**config.mk**
```make
export PLATFORM = sky130hd
export DESIGN_NAME = fuzzy_1_core_flat
export DESIGN_NICKNAME = d
export VERILOG_FILES = /design/src/rtl/fuzzy_1_pkg.sv /design/src/rtl/fuzzy_1_if.sv /design/src/rtl/fuzzy_1_mf.sv /design/src/rtl/fuzzy_1_core.sv /design/src/flat_wrapper.sv
export SDC_FILE = /design/constraint.sdc
export NUM_CORES = 1
export LEC_CHECK = 0
export CORE_UTILIZATION = 44
export DETAILED_ROUTE_END_ITERATION = 7
export GPL_ROUTABILITY_DRIVEN = 0
export GPL_TIMING_DRIVEN = 0
export PLACE_DENSITY = 0.79
export SLEW_MARGIN = 0
export SYNTH_ARGS = -nofsm -noshare
export SYNTH_HDL_FRONTEND = slang
export SYNTH_SLANG_ARGS = --single-unit
export TNS_END_PERCENT = 5
```
**constraint.sdc**
```tcl
create_clock -name clk_0 -period 1.6 [get_ports clk_0]
set_clock_uncertainty 0.1 [all_clocks]
set_input_delay 0.24 -clock clk_0 [delete_from_list [all_inputs] [get_ports clk_0]]
set_output_delay 0.24 -clock clk_0 [all_outputs]
set_load 0.02 [all_outputs]
```
**src/rtl/fuzzy_1_pkg.sv**
```systemverilog
// Purpose : shared constants, types and helpers for the interval type-2 fuzzy controller.
// Latency : n/a (declarations only).
// Backpressure: n/a.
package fuzzy_1_pkg;

    localparam int W_IN  = 8;   // crisp input / membership grade width
    localparam int W_W   = 9;   // rule firing weight: upper + lower grade
    localparam int W_NUM = 21;  // numerator accumulator: 240 * 9 * 510 fits
    localparam int W_DEN = 13;  // denominator accumulator: 9 * 510 fits

    // Consequent singletons, indexed by k = i + j.
    localparam logic [W_IN-1:0] C0 = 8'd16;
    localparam logic [W_IN-1:0] C1 = 8'd72;
    localparam logic [W_IN-1:0] C2 = 8'd128;
    localparam logic [W_IN-1:0] C3 = 8'd184;
    localparam logic [W_IN-1:0] C4 = 8'd240;

    typedef enum logic [2:0] {SAMPLE, ROW0, ROW1, ROW2, DEFUZ} state_t;

    // Index 0 = L, 1 = M, 2 = H.
    typedef struct packed {
        logic [2:0][W_IN-1:0] up;
        logic [2:0][W_IN-1:0] lo;
    } mf_t;

    function automatic logic [W_IN-1:0] cons_at(input logic [2:0] k);
        case (k)
            3'd0:    return C0;
            3'd1:    return C1;
            3'd2:    return C2;
            3'd3:    return C3;
            default: return C4;
        endcase
    endfunction

    function automatic logic [W_IN-1:0] min8(input logic [W_IN-1:0] a, input logic [W_IN-1:0] b);
        return (a < b) ? a : b;
    endfunction

endpackage

```
**src/rtl/fuzzy_1_if.sv**
```systemverilog
// Purpose : crisp inputs, enable and controller outputs bundled as one bus.
// Latency : n/a (wiring only).
// Backpressure: none; master drives inputs/enable, slave (core) drives FOU flags and output.
interface fuzzy_1_if;
    import fuzzy_1_pkg::*;

    logic [W_IN-1:0] Entrada_01;
    logic [W_IN-1:0] Entrada_02;
    logic            EN_REGRAS;
    logic [5:0]      FOU_ATIVO;
    logic [W_IN-1:0] saida_defuzzy;

    modport master (output Entrada_01, Entrada_02, EN_REGRAS, input FOU_ATIVO, saida_defuzzy);
    modport slave  (input Entrada_01, Entrada_02, EN_REGRAS, output FOU_ATIVO, saida_defuzzy);

endinterface

```
**src/rtl/fuzzy_1_mf.sv**
```systemverilog
// Purpose : combinational fuzzifier, one crisp input -> 3 upper + 3 lower memberships (L/M/H).
// Latency : 0 cycles (pure combinational).
// Backpressure: none.
// Ports   : x_i crisp input; mf_o upper/lower grades, index 0=L, 1=M, 2=H.
module fuzzy_1_mf
    import fuzzy_1_pkg::*;
(
    input  logic [W_IN-1:0] x_i,
    output mf_t             mf_o
);

    logic [6:0] fold;

    // All three upper MFs reduce to bit manipulation of x:
    //   x<128 : 255-2x = {~x[6:0],1},  2x = {x[6:0],0}
    //   x>=128: 2x-255 = {x[6:0],1},   2(255-x) = {~x[6:0],0}  (never exceeds 254)
    always_comb begin
        fold = x_i[7] ? ~x_i[6:0] : x_i[6:0];
        mf_o.up[0] = x_i[7] ? 8'd0 : {~x_i[6:0], 1'b1};
        mf_o.up[1] = {fold, 1'b0};
        mf_o.up[2] = x_i[7] ? {x_i[6:0], 1'b1} : 8'd0;
        // Lower MF: same support, 3/4 height.
        for (int k = 0; k < 3; k++) begin
            mf_o.lo[2'(k)] = mf_o.up[2'(k)] - (mf_o.up[2'(k)] >> 2);
        end
    end

endmodule

```
**src/rtl/fuzzy_1_core.sv**
```systemverilog
// Purpose : interval type-2 fuzzy controller, 3x3 rules, Nie-Tan reduction, free-running frames.
// Latency : 5-cycle frame (SAMPLE, ROW0..ROW2, DEFUZ); input change visible on output within 9 cycles.
// Backpressure: none; EN_REGRAS=0 idles in SAMPLE after the current frame, outputs hold.
// Ports   : clk_0 clock, Srst sync active-high reset, bus (slave) carries inputs, enable and outputs.
module fuzzy_1_core
    import fuzzy_1_pkg::*;
(
    input  logic       clk_0,
    input  logic       Srst,
    fuzzy_1_if.slave   bus
);

    state_t             state_q, state_d;
    mf_t                mf1_c, mf2_c;
    mf_t                mf1_q, mf1_d, mf2_q, mf2_d;
    logic [5:0]         fou_q, fou_d;
    logic [W_NUM-1:0]   num_q, num_d;
    logic [W_DEN-1:0]   den_q, den_d;
    logic [W_IN-1:0]    out_q, out_d;

    logic [1:0]         row;
    logic [W_NUM-1:0]   row_num;
    logic [W_DEN-1:0]   row_den;
    logic [W_IN-1:0]    quot;

    fuzzy_1_mf u_mf1 (.x_i(bus.Entrada_01), .mf_o(mf1_c));
    fuzzy_1_mf u_mf2 (.x_i(bus.Entrada_02), .mf_o(mf2_c));

    // One row of the rule base: input-1 set 'row' against all three input-2 sets.
    always_comb begin : rule_row
        logic [W_IN-1:0] up, lo;
        logic [W_W-1:0]  w;
        case (state_q)
            ROW1:    row = 2'd1;
            ROW2:    row = 2'd2;
            default: row = 2'd0;
        endcase
        row_num = '0;
        row_den = '0;
        for (int j = 0; j < 3; j++) begin
            up = min8(mf1_q.up[row], mf2_q.up[2'(j)]);
            lo = min8(mf1_q.lo[row], mf2_q.lo[2'(j)]);
            w  = {1'b0, up} + {1'b0, lo};
            row_den = row_den + W_DEN'(w);
            row_num = row_num + W_NUM'(cons_at(3'(row) + 3'(j))) * W_NUM'(w);
        end
    end

    // Restoring divider, 8 quotient bits only: num <= 240*den keeps the quotient below 256.
    always_comb begin : divider
        logic [W_NUM+7:0] rem, dsh;
        rem  = {8'd0, num_q};
        quot = '0;
        for (int b = 7; b >= 0; b--) begin
            dsh = (W_NUM+8)'(den_q) << b;
            if (rem >= dsh) begin
                rem          = rem - dsh;
                quot[3'(b)]  = 1'b1;
            end
        end
    end

    always_comb begin
        state_d = state_q;
        mf1_d   = mf1_q;
        mf2_d   = mf2_q;
        fou_d   = fou_q;
        num_d   = num_q;
        den_d   = den_q;
        out_d   = out_q;
        case (state_q)
            SAMPLE: begin
                if (bus.EN_REGRAS) begin
                    mf1_d   = mf1_c;
                    mf2_d   = mf2_c;
                    fou_d   = {mf2_c.up[2] != '0, mf2_c.up[1] != '0, mf2_c.up[0] != '0,
                               mf1_c.up[2] != '0, mf1_c.up[1] != '0, mf1_c.up[0] != '0};
                    num_d   = '0;
                    den_d   = '0;
                    state_d = ROW0;
                end
            end
            ROW0, ROW1, ROW2: begin
                num_d   = num_q + row_num;
                den_d   = den_q + row_den;
                state_d = (state_q == ROW0) ? ROW1 : (state_q == ROW1) ? ROW2 : DEFUZ;
            end
            DEFUZ: begin
                out_d   = (den_q == '0) ? 8'd128 : quot;
                state_d = SAMPLE;
            end
            default: state_d = SAMPLE;
        endcase
    end

    always_ff @(posedge clk_0) begin
        if (Srst) begin
            state_q <= SAMPLE;
            mf1_q   <= '0;
            mf2_q   <= '0;
            fou_q   <= '0;
            num_q   <= '0;
            den_q   <= '0;
            out_q   <= '0;
        end else begin
            state_q <= state_d;
            mf1_q   <= mf1_d;
            mf2_q   <= mf2_d;
            fou_q   <= fou_d;
            num_q   <= num_d;
            den_q   <= den_d;
            out_q   <= out_d;
        end
    end

    assign bus.FOU_ATIVO     = fou_q;
    assign bus.saida_defuzzy = out_q;

endmodule

```
**src/flat_wrapper.sv**
```systemverilog
// flat-port wrapper written by rule: the top's interface ports become plain ports
module fuzzy_1_core_flat import fuzzy_1_pkg::*;
  (clk_0, Srst, bus_Entrada_01, bus_Entrada_02, bus_EN_REGRAS, bus_FOU_ATIVO, bus_saida_defuzzy);
  fuzzy_1_if bus_i ();
  input  logic clk_0;
  input  logic Srst;
  input wire logic [$bits(bus_i.Entrada_01)-1:0] bus_Entrada_01;
  input wire logic [$bits(bus_i.Entrada_02)-1:0] bus_Entrada_02;
  input wire logic [$bits(bus_i.EN_REGRAS)-1:0] bus_EN_REGRAS;
  output wire logic [$bits(bus_i.FOU_ATIVO)-1:0] bus_FOU_ATIVO;
  output wire logic [$bits(bus_i.saida_defuzzy)-1:0] bus_saida_defuzzy;
  assign bus_i.Entrada_01 = bus_Entrada_01;
  assign bus_i.Entrada_02 = bus_Entrada_02;
  assign bus_i.EN_REGRAS = bus_EN_REGRAS;
  assign bus_FOU_ATIVO = bus_i.FOU_ATIVO;
  assign bus_saida_defuzzy = bus_i.saida_defuzzy;
  fuzzy_1_core u_core (.clk_0(clk_0), .Srst(Srst), .bus(bus_i));
endmodule
```
Word-level counts from Yosys, hierarchy flattened. Index checks and enable logic that the tools add are counted. W data, S select, Z words.

Output and inout bits: 14. Bits in latches: 0. Register bits after elaboration: 51. Memories: 0. Bits of input ports: 19. RAM bits: 0. ROM bits: 0.

Shift operators: 0. Equality and inequality tests: 5. $add $sub $neg: 7. Reduce and logical (&&, ||, !) cells: 12. Magnitude comparators: 8. Bitwise gates (word level): 2. Div/mod/pow operators: 0. Multiplexer cells: 26. Multiply operators: 0.

Operators by type and width (count): $mux W29 (7); $reduce_bool A8 Y1 (6); $mux W21 (2); $mux W8 (5); $ge A29 B13 Y1 (1); $ge A29 B14 Y1 (1); $ge A29 B15 Y1 (1); $ge A29 B16 Y1 (1); $ge A29 B17 Y1 (1); $ge A29 B18 Y1 (1); $ge A29 B19 Y1 (1); $sub A29 B14 Y29 (1); $sub A29 B15 Y29 (1); $sub A29 B16 Y29 (1); $sub A29 B17 Y29 (1); $sub A29 B18 Y29 (1); $sub A29 B19 Y29 (1); $mux W13 (2); $sub A21 B20 Y22 (1); $ge A21 B20 Y1 (1); $mux W7 (2); $not A7 Y7 (2); $logic_not A13 Y1 (1); $mux W3 (3); other kinds (10) (15).

Depth between registers and ports, before layout. Gate-level depths: netlist of the first run.

Depth after elaboration: 17. Gate-level depth with buffers: 4. Mapped depth without buffers: 4.

Hierarchy. A second synthesis of the first run with hierarchy kept.

Cells, all modules: 310. Area total of the unflattened synthesis: 2508.7 um^2.

By module, submodules not included: fuzzy_1_mf at u_core.u_mf2 (area each 1016.0 um^2, cells each 126, times used 1, seq. area each 0.0 um^2); fuzzy_1_mf at u_core.u_mf1 (area each 994.7 um^2, cells each 130, times used 1, seq. area each 0.0 um^2); fuzzy_1_core (area each 498.0 um^2, cells each 54, times used 1, seq. area each 200.2 um^2).

Least setup slack after synthesis of the first run. OpenSTA, ideal clock, no wires.

Path kind: input to register. Start point: in bus_Entrada_02[7]. End point: reg u_core.fou_q[4] (netlist: u_core.bus.FOU_ATIVO[4]). Setup slack: 0.366 ns. Required time: 1.368 ns. Stages on the path: 4. Data arrival time: 1.003 ns. Path through: inv_1 -> ha_1 -> nor4_1 -> a311oi_1.

Word-level cells in the longest chain between the ends: 2.

Ends and longest elaborated chain: start, declared (RTL line flat_wrapper.sv:8) `input wire logic [$bits(bus_i.Entrada_02)-1:0] bus_Entrada_02;`; $mux W7 (RTL line fuzzy_1_mf.sv:18) `fold = x_i[7] ? ~x_i[6:0] : x_i[6:0];`; $reduce_bool A8 Y1 (RTL line fuzzy_1_core.sv:76) `fou_d = {mf2_c.up[2] != '0, mf2_c.up[1] != '0, mf2_c.up[0] != '0,`; end signal, assigned (RTL line fuzzy_1_core.sv:109) `fou_q <= fou_d;`; end, declared (RTL line fuzzy_1_core.sv:16) `logic [5:0] fou_q, fou_d;`.

No other way between the ends. A chain may end at the register's enable or synchronous reset.

Final worst setup path of the first run.
Start point: reg u_core.fou_q[1] (netlist: u_core.bus.FOU_ATIVO[1]). End point: out bus_FOU_ATIVO[1].

RTL lines: end, declared (RTL line flat_wrapper.sv:10) `output wire logic [$bits(bus_i.FOU_ATIVO)-1:0] bus_FOU_ATIVO;`.

No word-level cell between the ends.

==> metrics.md, run 1 <==
| Metric | Value |
|---|---|
| Vias per inst | `between 4 and 5` |
| Clk Latency, worst-skew pair | `around 0.25 ns` |
| Initial core utilization | `a little under half` |
| DRC viols | `0` |
| Avg Cell Area, Syn | `around 9 sq um` |
| CTS root buffer | `clkbuf_4` |
| Cell with the most instances after synthesis | `ha_1` |
| Hpwl dp | `1330 microns` |
| Leading area contributor after synthesis | `ha_1` |
| Async SR Flop Fraction | `0%` |
| CP max-delay cell | `clkdlybuf4s50_1` |
| Die X | `~47 microns` |
| Area Overhead vs Synth | `36.8%` |
| Vias in the first global route | `between 600 and 700` |
| DIE AREA | `0.00224 sq mm` |
| Area share of the largest cell type after synthesis | `38.7%` |
| Distinct cell type count after synthesis | `17` |
| Worst path max stage delay | `about 0.61 ns` |
| Worst Reg-to-Reg Cells | `4` |
| # setup viols final | `0` |
| Largest net degree at the start of global routing | `11` |
| DP Cell Count | `roughly 160` |
| CP arrival | `1.20 ns` |
| CTS tree | `done` |
| Layout cell share with drive strength beyond 1 | `a little under an eighth` |
| Cell area after synthesis | `just over 900 sq um` |
| CP Capture Type | `primary output` |
| Worst r2r src | `u_core.state_q[2]` |
| Unrepaired setup endpoints after global routing | `no` |
| First-pass GRT wire length | `roughly 2400 microns` |
| H-tree lvl count | `1` |
| Routed via count | `about 760` |
| Peak Freq | `roughly 650 MHz` |
| Wirelength per Cell | `between 9 and 10 microns` |
| Critical R2R Capture | `u_core.bus.FOU_ATIVO[1]` |
| Post-layout min period | `between 1.5 and 2 ns` |
| CTS Buf Count | `3` |
| IO Pins | `33` |
| Area after DPL | `0.00120 sq mm` |
| R2R Setup Slk | `about 0.34 ns` |
| Max-cap viol count | `0` |
| Global route overflow | `0` |
| Pleak | `0.000661 uW` |
| Crit path launch | `u_core.bus.FOU_ATIVO[1]` |
| Post-Layout Cell Count | `roughly 160` |
| Status | `complete, no violations` |
| Cell Rows | `16` |
| Endpoints failing hold | `0` |
| Hold Path Class | `in -> reg` |
| Commonest cells in the synthesized netlist | `ha_1, inv_1, nor4_1, dfxtp_1, buf_4` |
| Power Dens Cells | `631 mW/mm^2` |
| Antenna Cells | `0` |
| Crit Path Max Fanout | `2` |
| Number of synthesized flops with an enable pin | `0` |
| # resized after CTS | `2` |
| Post-synthesis sequential area ratio | `between 20 and 25%` |
| Wirelength, routed | `approximately 1500 microns` |
| Maximum vdd ir drop | `approximately 300 uV` |
| Layout Nets | `180` |
| WP depth | `1` |
| Yosys warning count | `0` |
| Final hold slack | `approximately 0.18 ns` |
| Initial drt markers | `1` |
| Worst Path Class, Setup | `reg -> out` |
| Post-CTS Setup Bufs | `0` |
| Synth top area cells | `ha_1, dfxtp_1, nor4_1, inv_1, buf_4` |
| Die Y-Extent | `around 47 microns` |
| GR Util All Layers | `14.6%` |
| IO buf count | `24` |
| Worst setup SP type | `flip-flop` |
| Top delay family on crit path | `buffers and inverters` |
| Clock buffer depth | `2` |
| Setup WS pre-CTS | `-0.513 ns` |
| Final core occ | `between 60% and 70%` |
| Hold buffers post-CTS | `0` |
| Post-route cell area | `0.00124 sq mm` |
| Pre-antenna DRT Iters | `4` |
| Crit path capture | `bus_FOU_ATIVO[1]` |
| Worst Path Required | `1.26 ns` |
| Final WS setup | `just over 0.06 ns` |
| Reg clk slew, reported paths | `approximately 0.06 ns` |
| Crit-path cells | `clkdlybuf4s50_1` |
| CTS sink count | `10` |
| Core area | `about 0.0019 sq mm` |
| Routed Antenna Nets | `0` |
| Synth Register Bits | `10` |
| Top_reg_cell synth | `dfxtp_1` |
| Syn Inst Count | `a little under 100` |
| CP Buf/Inv Count | `1` |
| Initial antenna violation count | `0` |
| Fin. max-slew vios | `0` |
| # fillers | `approximately 170` |
| Fin crit share | `around 96%` |
power by group:
| group | switching [uW] | total [uW] | internal, uW |
|---|---|---|---|
| Sequential | 21.0 | 295 | 274 |
| Combinational | 129 | 266 | 138 |
| Clock | 81.8 | 220 | 138 |
final cells by class:
class | count | area, sq um | area share [%]
well taps | 27 | 33.8 | 2.73
plain buffers | 9 | 68.8 | 5.56
inverters | 16 | 60.1 | 4.85
clock buffers | 4 | 36.3 | 2.93
flip-flops and latches | 10 | 200 | 16.2
multi-input cells | 69 | 598 | 48.3
repair buffers | 24 | 240 | 19.4
registers in the layout (all words and copies together), names as in the netlist:
signal and count:
u_core.state_q 3, u_core.bus.saida_defuzzy 1, u_core.bus.FOU_ATIVO 6
through the flow:
stage / power (uW) / setup TNS [ns]
after CTS: 793 / 0
final: 781 / 0
after global placement: 560 / -1.88
after global routing: 839 / 0
after detailed placement: 572 / -2.24
after floorplan: 456 / 0
per-layer routing:
layer  up-vias  global-route usage [%]  wire [microns]
met5         -                       0               0
met4         0                    1.71               0
met3         0                    2.31              79
met2        20                    27.1             767
met1       347                    17.8             671
li1        389                       -               -
cell families after synthesis:
logic type                 Yosys count  synth area share [%]
adders and majority gates           28                  38.7
buffers and inverters               25                  14.2
and+or+nand+nor                     22                  14.9
AOI/OAI and AO/OA                   11                  8.57
DFF                                 10                  22.1
xor gates and xnor gates             1                 0.968
other                                1                 0.415
worst min-delay path by stage:
stage / end / start / slack [ns] / cells past startpoint
after global placement: u_core.bus.saida_defuzzy[7] / u_core.bus.saida_defuzzy[7] / 0.36 / 2
after CTS: u_core.bus.saida_defuzzy[7] / Srst / 0.18 / 2
final: u_core.bus.FOU_ATIVO[4] / Srst / 0.18 / 2
after floorplan: u_core.state_q[0] / bus_EN_REGRAS / 0.30 / 2
after global routing: u_core.bus.saida_defuzzy[7] / Srst / 0.19 / 2
after detailed placement: u_core.bus.saida_defuzzy[7] / u_core.bus.saida_defuzzy[7] / 0.37 / 2
placed cells by master, fill, tap and decap left out, drive strengths merged:
cell,synthesis,layout
conb,1,7
a31oi,4,4
clkdlybuf4s50,0,20
buf,8,8
nor4b,1,1
nor4,11,11
a21oi,1,1
clkbuf,1,6
nor2,5,5
nor3,4,4
o21bai,4,4
ha,28,28
xnor2,1,1
a311oi,2,2
inv,16,16
dlymetal6s2s,0,2
dfxtp,10,10
clkdlybuf4s15,0,1
nand2,1,1
Power figures use the tool's default switching activity.
==> run 2: changes to the inputs <==
Settings changed: CORE_MARGIN set to 8, SLEW_MARGIN 0 to 20.
==> run 2 against run 1 <==
Against the previous run: clock power about the same; count of clock-buffer cells in the layout unchanged; routed wire length increased by 19%; die area increased by 68%; power increased by 0.79%; register-to-register slack about the same; combinational power increased by 2%; largest power group unchanged; highest routed layer unchanged.
==> metrics.md, run 2 (same netlist as run 1, synthesis figures left out) <==
| Metric | Value |
|---|---|
| Status | `complete, no violations (unchanged)` |
| Worst Reg-to-Reg Cells | `4 (unchanged)` |
| DIE AREA | `0.00376 sq mm (was 0.00224 sq mm)` |
| Post-layout min period | `1.56 ns (was 1.54 ns)` |
| Die X | `61.3 microns (was 47.3 microns)` |
| GR Util All Layers | `10.1% (was 14.6%)` |
| CP Buf/Inv Count | `1 (unchanged)` |
| Die Y-Extent | `61.3 microns (was 47.3 microns)` |
| Crit-path cells | `clkdlybuf4s50_1 (unchanged)` |
| R2R Setup Slk | `0.33 ns (was 0.34 ns)` |
| Area Overhead vs Synth | `36.2% (was 36.8%)` |
| DRC viols | `0 (unchanged)` |
| Crit Path Max Fanout | `2 (unchanged)` |
| Worst Path Required | `1.26 ns (about the same)` |
| Clk Latency, worst-skew pair | `0.26 ns (was 0.25 ns)` |
| CTS tree | `done (unchanged)` |
| CTS sink count | `10 (unchanged)` |
| Setup WS pre-CTS | `-0.508 ns (was -0.513 ns)` |
| Largest net degree at the start of global routing | `11 (unchanged)` |
| Final core occ | `63.5% (was 63.7%)` |
| Unrepaired setup endpoints after global routing | `no (unchanged)` |
| First-pass GRT wire length | `2980 microns (was 2410 microns)` |
| Worst setup SP type | `flip-flop (unchanged)` |
| Wirelength per Cell | `11.3 microns (was 9.54 microns)` |
| Global route overflow | `0 (unchanged)` |
| Initial core utilization | `46.6% (unchanged)` |
| Pre-antenna DRT Iters | `4 (unchanged)` |
| Layout cell share with drive strength beyond 1 | `12.1% (was 11.4%)` |
| IO Pins | `33 (unchanged)` |
| Clock buffer depth | `2 (unchanged)` |
| Initial drt markers | `12 (was 1)` |
| Max reg flops | `6 (unchanged)` |
| Core area | `0.00194 sq mm (unchanged)` |
| Most frequent cells in the layout | `ha_1, clkdlybuf4s50_1, inv_1 (unchanged)` |
| Final WS setup | `0.0422 ns (was 0.0616 ns)` |
| Top delay family on crit path | `buffers and inverters (unchanged)` |
| Endpoints failing hold | `0 (unchanged)` |
| WHS Path Cells | `2 (unchanged)` |
| Worst Path Class, Setup | `reg -> out (unchanged)` |
| Vias in the first global route | `754 (was 654)` |
| H-tree lvl count | `1 (unchanged)` |
| CP Capture Type | `primary output (unchanged)` |
| Wirelength, routed | `1800 microns (was 1520 microns)` |
| CTS Buf Count | `3 (unchanged)` |
| Fin crit share | `97.4% (was 96.1%)` |
| Commonest non-fill, non-tap cell in the layout | `ha_1 (unchanged)` |
| WP depth | `1 (unchanged)` |
| Pleak | `0.000631 uW (was 0.000661 uW)` |
| IO buf count | `24 (unchanged)` |
| Max-cap viol count | `0 (unchanged)` |
| Reg clk slew, reported paths | `0.06 ns (about the same)` |
| Initial antenna violation count | `0 (unchanged)` |
| CP max-delay cell | `clkdlybuf4s50_1 (unchanged)` |
| Routed Antenna Nets | `0 (unchanged)` |
| CTS root buffer | `clkbuf_4 (unchanged)` |
| Power Dens Cells | `639 mW/mm^2 (was 631 mW/mm^2)` |
| Routed via count | `750 (was 756)` |
| Vias per inst | `4.72 (was 4.75)` |
| Fin. max-slew vios | `0 (unchanged)` |
| Hold Path Class | `in -> reg (unchanged)` |
| Cell Rows | `16 (unchanged)` |
| # setup viols final | `0 (unchanged)` |
| CP arrival | `1.22 ns (was 1.20 ns)` |
| Peak Freq | `642 MHz (was 650 MHz)` |
| Worst path max stage delay | `0.62 ns (was 0.61 ns)` |
| Hpwl dp | `1610 microns (was 1330 microns)` |
| Maximum vdd ir drop | `307 uV (was 298 uV)` |
| Antenna Cells | `0 (unchanged)` |
| Layout Nets | `180 (unchanged)` |
| Hold buffers post-CTS | `0 (unchanged)` |
run 2: routing by layer:
metal	up-vias	GRT usage (%)	routed length, microns
li1	393	-	-
met4	0	4.87	0
met2	15	18.8	937
met5	-	0	0
met1	342	10.4	736
met3	0	2.30	128
run 2: through the flow:
step                      power (uW)  instances  TNS (ns)  cell area [sq um]  hold WS (ns)
final                            787        159         0               1230         0.169
after global routing             838        159         0               1230         0.197
after CTS                        796        159         0               1230         0.164
after detailed placement         574        155     -2.16               1200         0.398
after global placement           562        155     -1.92               1200         0.353
after floorplan                  456        104         0                927         0.304
run 2: what timing repair did:
action                     in CTS  in global routing
resized for setup               2                  4
setup buffers                   0                  0
setup endpoints to repair       4                  2
run 2: report_power, final:
| group | internal, uW | switching (uW) | leakage [uW] | total [uW] |
|---|---|---|---|---|
| Combinational | 139 | 131 | 0.000528 | 270 |
| Sequential | 274 | 21.4 | 0.0000827 | 295 |
| Clock | 138 | 83.4 | 0.0000210 | 221 |
run 2: cell type report:
class / count / area, sq um
plain buffers: 9 / 68.8
well taps: 27 / 33.8
fillers: 170 / 709
flip-flops and latches: 10 / 200
clock buffers: 4 / 36.3
inverters: 16 / 60.1
repair buffers: 24 / 235
multi-input cells: 69 / 598
run 2: final timing paths:
kind | startpoint | to
max | u_core.bus.FOU_ATIVO[0] | bus_FOU_ATIVO[0]
min | Srst | u_core.bus.FOU_ATIVO[4]
max reg2reg | u_core.state_q[2] | u_core.bus.FOU_ATIVO[1]
min reg2reg | u_core.bus.saida_defuzzy[7] | u_core.bus.saida_defuzzy[7]
